<file path="config.mk">
export PLATFORM = sky130hd
export DESIGN_NAME = regfile_wb_arbiter_flat
export DESIGN_NICKNAME = d
export VERILOG_FILES = /design/src/rtl/regfile_wb_if.sv /design/src/rtl/regfile_wb_arbiter.sv /design/src/flat_wrapper.sv
export SDC_FILE = /design/constraint.sdc
export NUM_CORES = 1
export LEC_CHECK = 0
export BUFFER_PORTS_ARGS = -buffer_cell sky130_fd_sc_hd__buf_2
export CAP_MARGIN = 20
export CORE_UTILIZATION = 57
export CTS_BUF_LIST = sky130_fd_sc_hd__clkbuf_16
export CTS_CLUSTER_SIZE = 30
export DETAILED_ROUTE_END_ITERATION = 7
export PLACE_DENSITY = 0.85
export SYNTH_ARGS = -nofsm -noshare
export SYNTH_HDL_FRONTEND = slang
export SYNTH_SLANG_ARGS = --single-unit
</file>
<file path="constraint.sdc">
create_clock -name clk -period 4.9 [get_ports clk]
set_clock_uncertainty 0.05 [all_clocks]
set_input_delay 0.735 -clock clk [delete_from_list [all_inputs] [get_ports clk]]
set_output_delay 0.735 -clock clk [all_outputs]
set_load 0.05 [all_outputs]
</file>
<file path="src/rtl/regfile_wb_if.sv">
// ----------------------------------------------------------------------------
// regfile_wb_if
// Bundles the writeback request lanes, the register-file write port and the
// read-port hazard lookup that connect to regfile_wb_arbiter.
//
// Handshake: on a rising clock edge, requester i hands over its write when
// req_valid[i] and req_ready[i] are both high. The requester holds req_valid,
// req_addr and req_data steady until that edge. req_ready may depend
// combinationally on the arbiter's grant in the same cycle.
//
// Signals
//   req_valid [NREQ]     requester i presents a write
//   req_ready [NREQ]     requester i holding buffer can accept
//   req_addr  [NREQ*AW]  destination register, lane i at [i*AW +: AW]
//   req_data  [NREQ*DW]  write data, lane i at [i*DW +: DW]
//   rf_wen / rf_waddr / rf_wdata  registered register-file write port
//   rsrc1 / rsrc2        read-port addresses being decoded
//   hz1 / hz2            read address matches a pending or in-flight write
//   idle                 no buffered write and no write in flight
//   dbg_rr               round-robin pointer (debug visibility)
// Modports: slave = arbiter side, master = requester/register-file side.
// ----------------------------------------------------------------------------
interface regfile_wb_if #(
    parameter int NREQ = 2,
    parameter int AW   = 5,
    parameter int DW   = 64
);
    localparam int RW = (NREQ > 1) ? $clog2(NREQ) : 1;

    logic [NREQ-1:0]    req_valid;
    logic [NREQ-1:0]    req_ready;
    logic [NREQ*AW-1:0] req_addr;
    logic [NREQ*DW-1:0] req_data;
    logic               rf_wen;
    logic [AW-1:0]      rf_waddr;
    logic [DW-1:0]      rf_wdata;
    logic [AW-1:0]      rsrc1;
    logic [AW-1:0]      rsrc2;
    logic               hz1;
    logic               hz2;
    logic               idle;
    logic [RW-1:0]      dbg_rr;

    modport slave (
        input  req_valid, req_addr, req_data, rsrc1, rsrc2,
        output req_ready, rf_wen, rf_waddr, rf_wdata, hz1, hz2, idle, dbg_rr
    );

    modport master (
        output req_valid, req_addr, req_data, rsrc1, rsrc2,
        input  req_ready, rf_wen, rf_waddr, rf_wdata, hz1, hz2, idle, dbg_rr
    );
endinterface

</file>
<file path="src/rtl/regfile_wb_arbiter.sv">
// ----------------------------------------------------------------------------
// regfile_wb_arbiter
// Shares the single write port of the register file between NREQ writeback
// sources. Each source owns a one-entry holding buffer; a round-robin arbiter
// drains one buffer per cycle into a registered write port. Read-after-write
// hazards are flagged for two read ports while a write is buffered or in
// flight.
//
// Ports
//   clk    rising-edge clock
//   reset  synchronous, active-high reset
//   wb     regfile_wb_if.slave: request lanes, write port, hazard lookup
//
// Parameters: NREQ (2..4), AW, DW, ZERO_DROP (1: r0 writes are consumed but
// never raise rf_wen and r0 never flags a hazard).
//
// Optional build macro REGFILE_WB_TRACE_EN: simulation trace of every commit
// and dropped r0 write, plus a check that a requester does not withdraw
// req_valid while its write is still waiting. Ports and timing are identical
// with or without it.
// ----------------------------------------------------------------------------
module regfile_wb_arbiter #(
    parameter int NREQ      = 2,
    parameter int AW        = 5,
    parameter int DW        = 64,
    parameter int ZERO_DROP = 1
) (
    input  logic         clk,
    input  logic         reset,
    regfile_wb_if.slave  wb
);
    localparam int RW = (NREQ > 1) ? $clog2(NREQ) : 1;

    logic [NREQ-1:0] r_full;
    logic [AW-1:0]   r_addr [NREQ];
    logic [DW-1:0]   r_data [NREQ];
    logic [RW-1:0]   r_rr;
    logic            r_wen;
    logic [AW-1:0]   r_waddr;
    logic [DW-1:0]   r_wdata;

    logic [NREQ-1:0] w_grant;
    logic            w_gnt_any;
    logic [RW-1:0]   w_gnt_idx;
    logic            w_gnt_drop;
    logic [NREQ-1:0] w_ready;
    logic [NREQ-1:0] w_accept;
    logic            w_hz1;
    logic            w_hz2;

    // Round-robin search: first full buffer at or after r_rr, wrapping.
    always_comb begin
        logic [RW-1:0] idx;
        idx       = '0;
        w_grant   = '0;
        w_gnt_any = 1'b0;
        w_gnt_idx = '0;
        for (int k = 0; k < NREQ; k++) begin
            idx = RW'((int'(r_rr) + k) % NREQ);
            if (!w_gnt_any && r_full[idx]) begin
                w_gnt_any      = 1'b1;
                w_gnt_idx      = idx;
                w_grant[idx]   = 1'b1;
            end
        end
    end

    assign w_gnt_drop = (ZERO_DROP != 0) && (r_addr[w_gnt_idx] == '0);

    // A buffer draining this cycle can be refilled in the same cycle.
    assign w_ready  = reset ? '0 : (~r_full | w_grant);
    assign w_accept = wb.req_valid & w_ready;

    // Hazard lookup against buffered entries and the write being committed.
    always_comb begin
        w_hz1 = r_wen && (r_waddr == wb.rsrc1);
        w_hz2 = r_wen && (r_waddr == wb.rsrc2);
        for (int i = 0; i < NREQ; i++) begin
            if (r_full[i] && (r_addr[i] == wb.rsrc1)) w_hz1 = 1'b1;
            if (r_full[i] && (r_addr[i] == wb.rsrc2)) w_hz2 = 1'b1;
        end
        if ((ZERO_DROP != 0) && (wb.rsrc1 == '0)) w_hz1 = 1'b0;
        if ((ZERO_DROP != 0) && (wb.rsrc2 == '0)) w_hz2 = 1'b0;
        if (reset) begin
            w_hz1 = 1'b0;
            w_hz2 = 1'b0;
        end
    end

    always_ff @(posedge clk) begin
        if (reset) begin
            r_full  <= '0;
            r_rr    <= '0;
            r_wen   <= 1'b0;
            r_waddr <= '0;
            r_wdata <= '0;
        end else begin
            r_wen <= w_gnt_any && !w_gnt_drop;
            if (w_gnt_any) begin
                r_rr <= RW'((int'(w_gnt_idx) + 1) % NREQ);
                // Dropped r0 writes leave the last committed address/data.
                if (!w_gnt_drop) begin
                    r_waddr <= r_addr[w_gnt_idx];
                    r_wdata <= r_data[w_gnt_idx];
                end
            end
            for (int i = 0; i < NREQ; i++) begin
                if (w_accept[i]) begin
                    r_full[i] <= 1'b1;
                    r_addr[i] <= wb.req_addr[i*AW +: AW];
                    r_data[i] <= wb.req_data[i*DW +: DW];
                end else if (w_grant[i]) begin
                    r_full[i] <= 1'b0;
                end
            end
        end
    end

    assign wb.req_ready = w_ready;
    assign wb.rf_wen    = r_wen;
    assign wb.rf_waddr  = r_waddr;
    assign wb.rf_wdata  = r_wdata;
    assign wb.hz1       = w_hz1;
    assign wb.hz2       = w_hz2;
    assign wb.idle      = reset | (~(|r_full) & ~r_wen);
    assign wb.dbg_rr    = r_rr;

`ifdef REGFILE_WB_TRACE_EN
    // Requesters that presented a write last cycle without it being taken.
    logic [NREQ-1:0] r_tr_pend;

    always_ff @(posedge clk) begin
        if (r_wen) begin
            $display("%0t regfile write addr=%0d data=%h", $time, r_waddr, r_wdata);
        end
        if (!reset && w_gnt_any && w_gnt_drop) begin
            $display("%0t regfile r0 write dropped from requester %0d", $time, w_gnt_idx);
        end
        for (int i = 0; i < NREQ; i++) begin
            if (!reset && r_tr_pend[i] && !wb.req_valid[i]) begin
                $error("requester %0d withdrew req_valid while its write was waiting", i);
            end
        end
        r_tr_pend <= reset ? '0 : (wb.req_valid & ~w_ready);
    end
`else
    // Trace and protocol checking are compiled out.
`endif

endmodule
</file>
<file path="src/flat_wrapper.sv">
// flat-port wrapper written by rule: the top's interface ports become plain ports
module regfile_wb_arbiter_flat 
#(
    parameter int NREQ      = 2,
    parameter int AW        = 5,
    parameter int DW        = 64,
    parameter int ZERO_DROP = 1
)
  (clk, reset, wb_req_valid, wb_req_addr, wb_req_data, wb_rsrc1, wb_rsrc2, wb_req_ready, wb_rf_wen, wb_rf_waddr, wb_rf_wdata, wb_hz1, wb_hz2, wb_idle, wb_dbg_rr);
  regfile_wb_if #(.NREQ(NREQ), .AW(AW), .DW(DW)) wb_i ();
  input  logic clk;
  input  logic reset;
  input wire logic [$bits(wb_i.req_valid)-1:0] wb_req_valid;
  input wire logic [$bits(wb_i.req_addr)-1:0] wb_req_addr;
  input wire logic [$bits(wb_i.req_data)-1:0] wb_req_data;
  input wire logic [$bits(wb_i.rsrc1)-1:0] wb_rsrc1;
  input wire logic [$bits(wb_i.rsrc2)-1:0] wb_rsrc2;
  output wire logic [$bits(wb_i.req_ready)-1:0] wb_req_ready;
  output wire logic [$bits(wb_i.rf_wen)-1:0] wb_rf_wen;
  output wire logic [$bits(wb_i.rf_waddr)-1:0] wb_rf_waddr;
  output wire logic [$bits(wb_i.rf_wdata)-1:0] wb_rf_wdata;
  output wire logic [$bits(wb_i.hz1)-1:0] wb_hz1;
  output wire logic [$bits(wb_i.hz2)-1:0] wb_hz2;
  output wire logic [$bits(wb_i.idle)-1:0] wb_idle;
  output wire logic [$bits(wb_i.dbg_rr)-1:0] wb_dbg_rr;
  assign wb_i.req_valid = wb_req_valid;
  assign wb_i.req_addr = wb_req_addr;
  assign wb_i.req_data = wb_req_data;
  assign wb_i.rsrc1 = wb_rsrc1;
  assign wb_i.rsrc2 = wb_rsrc2;
  assign wb_req_ready = wb_i.req_ready;
  assign wb_rf_wen = wb_i.rf_wen;
  assign wb_rf_waddr = wb_i.rf_waddr;
  assign wb_rf_wdata = wb_i.rf_wdata;
  assign wb_hz1 = wb_i.hz1;
  assign wb_hz2 = wb_i.hz2;
  assign wb_idle = wb_i.idle;
  assign wb_dbg_rr = wb_i.dbg_rr;
  regfile_wb_arbiter #(.NREQ(NREQ), .AW(AW), .DW(DW), .ZERO_DROP(ZERO_DROP)) u_core (.clk(clk), .reset(reset), .wb(wb_i));
endmodule
</file>
==> results of run 1 <==
## registers in the layout, indices dropped and copies added, names as in the netlist
signal	flops
u_core.r_data	128
u_core.wb.rf_wdata	64
u_core.r_addr	10
u_core.wb.rf_waddr	5
u_core.r_full	2
u_core.wb.dbg_rr	1
u_core.wb.rf_wen	1
## power breakdown
part           internal [uW]  switching [uW]  total, uW
sequential              2000            52.5       2060
clock                    892             630       1520
combinational            207             388        595
total                   3100            1070       4170
## cells in the final DEF, fill, tap and decap left out, drive strengths merged, types with 7 or more instances in the layout
cell type / count
nand2: 7
edfxtp: 138
a21oi: 66
inv: 11
nand3: 74
mux2: 64
o21ai: 68
buf: 233
nor2b: 64
clkbuf: 23
dfxtp: 73
nor2: 10
xor2: 24
## critical path: cells and delay by family, from the launching register on
family	cells	cell delay, ps
mux	1	370
flops	1	470
buf+inv	1	440
compound gates	1	810
simple gates	2	890
## layout make-up
| class | instances | area share, % |
|---|---|---|
| Clock buffer | 23 | 5.341 |
| Inverter | 1 | 0.03483 |
| Sequential cell | 211 | 52.03 |
| Timing Repair Buffer | 233 | 10.98 |
| Clock inverter | 17 | 0.8476 |
| Multi-Input combinational cell | 424 | 28.27 |
| Tap cell | 211 | 2.450 |
| Antenna cell | 2 | 0.04644 |
## cells by family after synthesis
logic type | Yosys count | synth area share, %
AOI/OAI and AO/OA | 155 | 9.513
xor gates and xnor gates | 30 | 2.929
buffers and inverters | 57 | 3.724
DFF | 211 | 62.49
muxes | 65 | 10.62
and+or+nand+nor | 174 | 10.73
## metrics by stage
| stage | cells | total power [uW] | area (um^2) | setup WS, ps |
|---|---|---|---|---|
| floorplan | 692 | 2519 | 8970 | 686.1 |
| global placement | 1080 | 2671 | 10100 | 1907 |
| detailed placement | 1080 | 2684 | 10100 | 1793 |
| CTS | 1120 | 4194 | 10770 | 1768 |
| global route | 1121 | 4319 | 10770 | 1582 |
| finish | 1122 | 4173 | 10780 | 1700 |
## per-layer routing
layer | up-vias | GRT usage (%) | wire length [um]
li1 | 2947 | - | -
met1 | 3049 | 34.70 | 8744
met2 | 294 | 43.14 | 10170
met3 | 43 | 4.858 | 1550
met4 | 4 | 7.283 | 501
met5 | - | 0 | 28
## path summary, 6_finish.rpt
kind         depth (start not counted)                 from                     end
max reg2reg                          5  u_core.r_addr[1][4]  u_core.wb.rf_wdata[60]
min reg2reg                          2     u_core.wb.dbg_rr        u_core.wb.dbg_rr
max                                  5  u_core.r_addr[1][4]  u_core.wb.rf_wdata[60]
min                                  1      wb_req_data[78]    u_core.r_data[1][14]
==> results.md, run 1 <==
* Worst hold path class: input pin to flop
* Fin crit period at 3200 ps
* Final WL at 20.99 mm
* Initial antenna violation count at 4
* Finished Core Util at 70.63%
* Post-synthesis sequential area ratio at 62.49%
* Hold_buf cts at 0
* Final period util at 65.30%
* Layout area overhead at 20.14%
* Wire per inst at 18.71 um
* Dpl hpwl at 12.99 mm
* Post-synth EDFFs at 138
* Starting Density at 58.79%
* CP Data Arrival Time at 3520 ps
* First-pass GRT wire length at 32.35 mm
* Setup TNS at 0 ps
* Clock sinks at 211
* Root buf cell: clkbuf_16
* Synthesized flop and latch total at 211
* # setup viols final at 0
* Total GRT Usage at 25.87%
* CTS tree: done
* Worst VDD drop at 0.0002872 V
* Core area at 15260 um^2
* Final Max Tran Viols at 0
* Port bufs at 227
* Async SR Flop Fraction at 0%
* Fillers at 1067
* CTS H-tree lvls at 1
* Reg clk slew, reported paths at 60 ps
* Main area contributors after synthesis: edfxtp_1 (46%), dfxtp_1 (16%), mux2_4 (9.9%)
* Mapped Nets at 844
* Power density cells at 387.2 nW/um^2
* Synth cell count leaders: edfxtp_1 (138), nand3_1 (74), dfxtp_1 (73)
* Leak at 0.004406 uW
* Cell Area, Synth at 8970 um^2
* Multi-input gate area at 3047 um^2
* Final Hold Violating Endpoints at 0
* Predominant post-synthesis flop cell: edfxtp_1
* Num rows at 45
* Die area at 16240 um^2
* Sequential Area at 5607 um^2
* Worst slew pin tran at 1005 ps
* Drt via density at 5.648
* Routability congestion estimate at 0.8652
* Setup repair bufs after CTS at 0
* Die H at 127.4 um
* Critical-path cell list: or3_1 > nor3_1 > a211o_4 > buf_4 > mux2_2
* Crit Path Class: flop to flop
* Max incr delay on CP at 810 ps
* IO Pins at 228
* Layout cell share with drive strength beyond 1 at 36.52%
* Largest net degree at the start of global routing at 81
* 1st-iter DRT viols at 656
* Via count at 6337
* Maximum clock path buffer count at 3
* TritonRoute pass-1 iters at 5
* Detailed-route DRC error count at 0
* Clk Latency, worst-skew pair at 480 ps
* Startpoint Class: flop
* Post-Synthesis Cells at 692
* Crit end category: flop
* CP max-delay cell: a211o_4
* Hold Slack at 372.0 ps
* Die X at 127.4 um
* Overflow after GRT at 0
* RSZ-0062 raised after global routing: no
* Syn_area_per_cell at 12.96 um^2
* Max_slew headroom at 33.00%
* Critical Path RT at 5220 ps
* Leading area contributor after synthesis: edfxtp_1
* R2R setup slack at 1700 ps
* TritonCTS Buffers at 22
* Max Cap Viol at 0
* Post-CTS Resized at 0
* Area share of the largest cell type after synthesis at 46.20%
* Status: finished clean
* Post-route ant nets at 0
* Maximum clock frequency at 0.3125 GHz
* Critical path peak fanout at 49
* Cell variety after synth at 38
* NumNets Final at 1045
* Ys Warns at 0
* Vias in the first global route at 6071
* Top-count cell post-synth: edfxtp_1
(Power assumes the default switching activity.)
==> run 2, diff against run 1 <==
CORE_UTILIZATION = 53   (was 57)
PLACE_DENSITY = 0.8   (was 0.85)
clock period = 3.21 ns   (was 4.9 ns; I/O delays follow)
==> run 2 against run 1 <==
Against the previous run:
- die area grew 7.4%
- critical endpoint is now wb_hz1
- largest cell class unchanged
- worst hold slack worse by 270 ps
- critical path depth unchanged
- worst setup slack worse by 1300 ps
==> results.md, run 2 (synthesis gave the netlist of run 1 again) <==
* Status: finished clean (unchanged)
* Clk Latency, worst-skew pair at 500 ps (was 480 ps)
* Hold Startpoint: wb_req_data[67] (was wb_req_data[78])
* Fin crit period at 2802 ps
* CP top delay family: flip-flops (was simple AND/OR/NAND/NOR gates)
* RSZ-0062 raised after global routing: no (unchanged)
* 1st-iter DRT viols at 441 (was 656)
* NumNets Final at 1051 (was 1045)
* Max incr delay on CP at 510 ps (was 810 ps)
* Core area at 16520 um^2 (was 15260 um^2)
* Port bufs at 227 (unchanged)
* Leak at 0.004457 uW (was 0.004406 uW)
* Vias in the first global route at 6253 (was 6071)
* Final WL at 21.46 mm (was 20.99 mm)
* CTS H-tree lvls at 1 (unchanged)
* Final Worst Setup Slack at 408.2 ps (was 1700 ps)
* Die X at 132.1 um (was 127.4 um)
* Final Hold Violating Endpoints at 0 (unchanged)
* Total GRT Usage at 24.31% (was 25.87%)
* Startpoint Class: flop (unchanged)
* Critical-path cell list: xor2_1 > nor4_1 > nand3_1 > a311oi_1 > buf_2 (was or3_1 > nor3_1 > a211o_4 > buf_4 > mux2_2)
* Crit Path Class: flop to output port (was flop to flop)
* Starting Density at 54.28% (was 58.79%)
* Num rows at 47 (was 45)
* Clock sinks at 211 (unchanged)
* First-pass GRT wire length at 33.26 mm (was 32.35 mm)
* Worst hold path class: input pin to flop (unchanged)
* Max Cap Viol at 0 (unchanged)
* Post-CTS Resized at 0 (unchanged)
* Hold Path End: u_core.r_data[1][3] (was u_core.r_data[1][14])
* Setup repair bufs after CTS at 0 (unchanged)
* Detailed-route DRC error count at 0 (unchanged)
* Reg2reg start: u_core.r_addr[1][4] (unchanged)
* Critical Path RT at 2680 ps (was 5220 ps)
* Worst reg2reg path depth at 5 (unchanged)
* Hold depth at 1 (unchanged)
* R2r endpoint: u_core.wb.rf_wdata[60] (unchanged)
* Max reg flops at 128 (unchanged)
* Die area at 17450 um^2 (was 16240 um^2)
* Placed cell count at 1095 (was 1080)
* Overflow after GRT at 0 (unchanged)
* Finished Core Util at 66.09% (was 70.63%)
* Drt via density at 5.536 (was 5.648)
* Critical path peak fanout at 5 (was 49)
* Routability congestion estimate at 0.9124 (was 0.8652)
* Root buf cell: clkbuf_16 (unchanged)
* Commonest cells after routing, fill and taps aside: buf_2 (226), edfxtp_1 (138), nand3_1 (74), dfxtp_1 (72), o21ai_0 (68) (unchanged)
* Crit end category: output port (was flop)
* Final Non-Filler Cells at 1139 (was 1122)
* Setup TNS at 0 ps (unchanged)
* Dpl hpwl at 13.19 mm (was 12.99 mm)
* Wire per inst at 18.84 um (was 18.71 um)
* CP max-delay cell: edfxtp_1 (was a211o_4)
* Worst slew pin tran at 1102 ps (was 1005 ps)
* IO Pins at 228 (unchanged)
* TritonRoute pass-1 iters at 7 (was 5)
* Final Max Tran Viols at 0 (unchanged)
* Initial antenna violation count at 5 (was 4)
* Most flop-heavy register: u_core.r_data (unchanged)
* Maximum clock frequency at 0.3569 GHz
* # setup viols final at 0 (unchanged)
* Maximum clock path buffer count at 3 (unchanged)
* Worst VDD drop at 0.0004242 V (was 0.0002872 V)
* Hold_buf cts at 0 (unchanged)
* Dpl ws at 683.8 ps (was 1793 ps)
* CP Data Arrival Time at 2270 ps (was 3520 ps)
* Commonest non-fill, non-tap cell in the layout: buf_2 (unchanged)
* Layout area overhead at 21.75% (was 20.14%)
* Max_slew headroom at 26.53% (was 33.00%)
* CTS tree: done (unchanged)
* TritonCTS Buffers at 22 (unchanged)
* Final period util at 87.28%
* Via count at 6306 (was 6337)
* Largest net degree at the start of global routing at 106 (was 81)
* Reg clk slew, reported paths at 60 ps (about the same)
* Buffers plus inverters on the worst setup path at 1 (unchanged)
* Post-route ant nets at 0 (unchanged)
* Power density cells at 594.1 nW/um^2 (was 387.2 nW/um^2)
* Layout cell share with drive strength beyond 1 at 37.38% (was 36.52%)
* Die H at 132.1 um (was 127.4 um)
* R2R setup slack at 640 ps (was 1700 ps)
* Fillers at 1200 (was 1067)
run 2: cell types whose count changed in the layout (fill, tap and decap cells not counted), sizes merged:
cell and delta:
clkinv +1, bufinv +1, clkinvlp +1, diode +2, inv -3, buf +6
run 2: layout make-up:
class	count	area (um^2)	area share, %
clock inverters	17	123.9	1.134
flip-flops and latches	211	5607	51.34
clock buffers	23	575.6	5.270
multi-input cells	424	3047	27.90
well taps	220	275.3	2.521
inverters	1	3.754	0.03437
diodes	4	10.01	0.09166
repair buffers	239	1279	11.71
run 2: metrics by stage:
| stage | power, uW | hold slack (ps) | cell area (um^2) |
|---|---|---|---|
| 2_1_floorplan | 3842 | 528.1 | 8975 |
| 3_3_place_gp | 4089 | 463.0 | 10210 |
| 3_5_place_dp | 4108 | 493.6 | 10210 |
| 4_1_cts | 6542 | 90.95 | 10910 |
| 5_1_grt | 6705 | 92.03 | 10920 |
| 6_report | 6488 | 106.2 | 10920 |
run 2: worst max path at each step:
stage,from,to,slack [ps],depth (start not counted)
floorplan,u_core.wb.rf_waddr[2],wb_hz1,140,4
global placement,u_core.r_addr[1][4],u_core.wb.rf_wdata[60],780,5
detailed placement,u_core.r_addr[1][4],u_core.wb.rf_wdata[60],680,5
CTS,u_core.r_addr[0][0],wb_hz1,380,5
global route,u_core.r_addr[0][0],wb_hz1,280,5
finish,u_core.r_addr[0][0],wb_hz1,410,5
run 2: routing by layer:
| layer | vias to the layer above | GRT usage [%] | share of wire (%) |
|---|---|---|---|
| met4 | 2 | 9.755 | 3.6 |
| met1 | 3001 | 31.90 | 42 |
| li1 | 2954 | - | - |
| met3 | 56 | 4.383 | 7.2 |
| met5 | - | 0 | 0.051 |
| met2 | 293 | 40.09 | 47 |
run 2: power breakdown:
group / switching (uW) / internal (uW) / total (uW)
Clock: 982 / 1450 / 2430
Sequential: 76.0 / 3060 / 3130
Combinational: 596 / 328 / 924
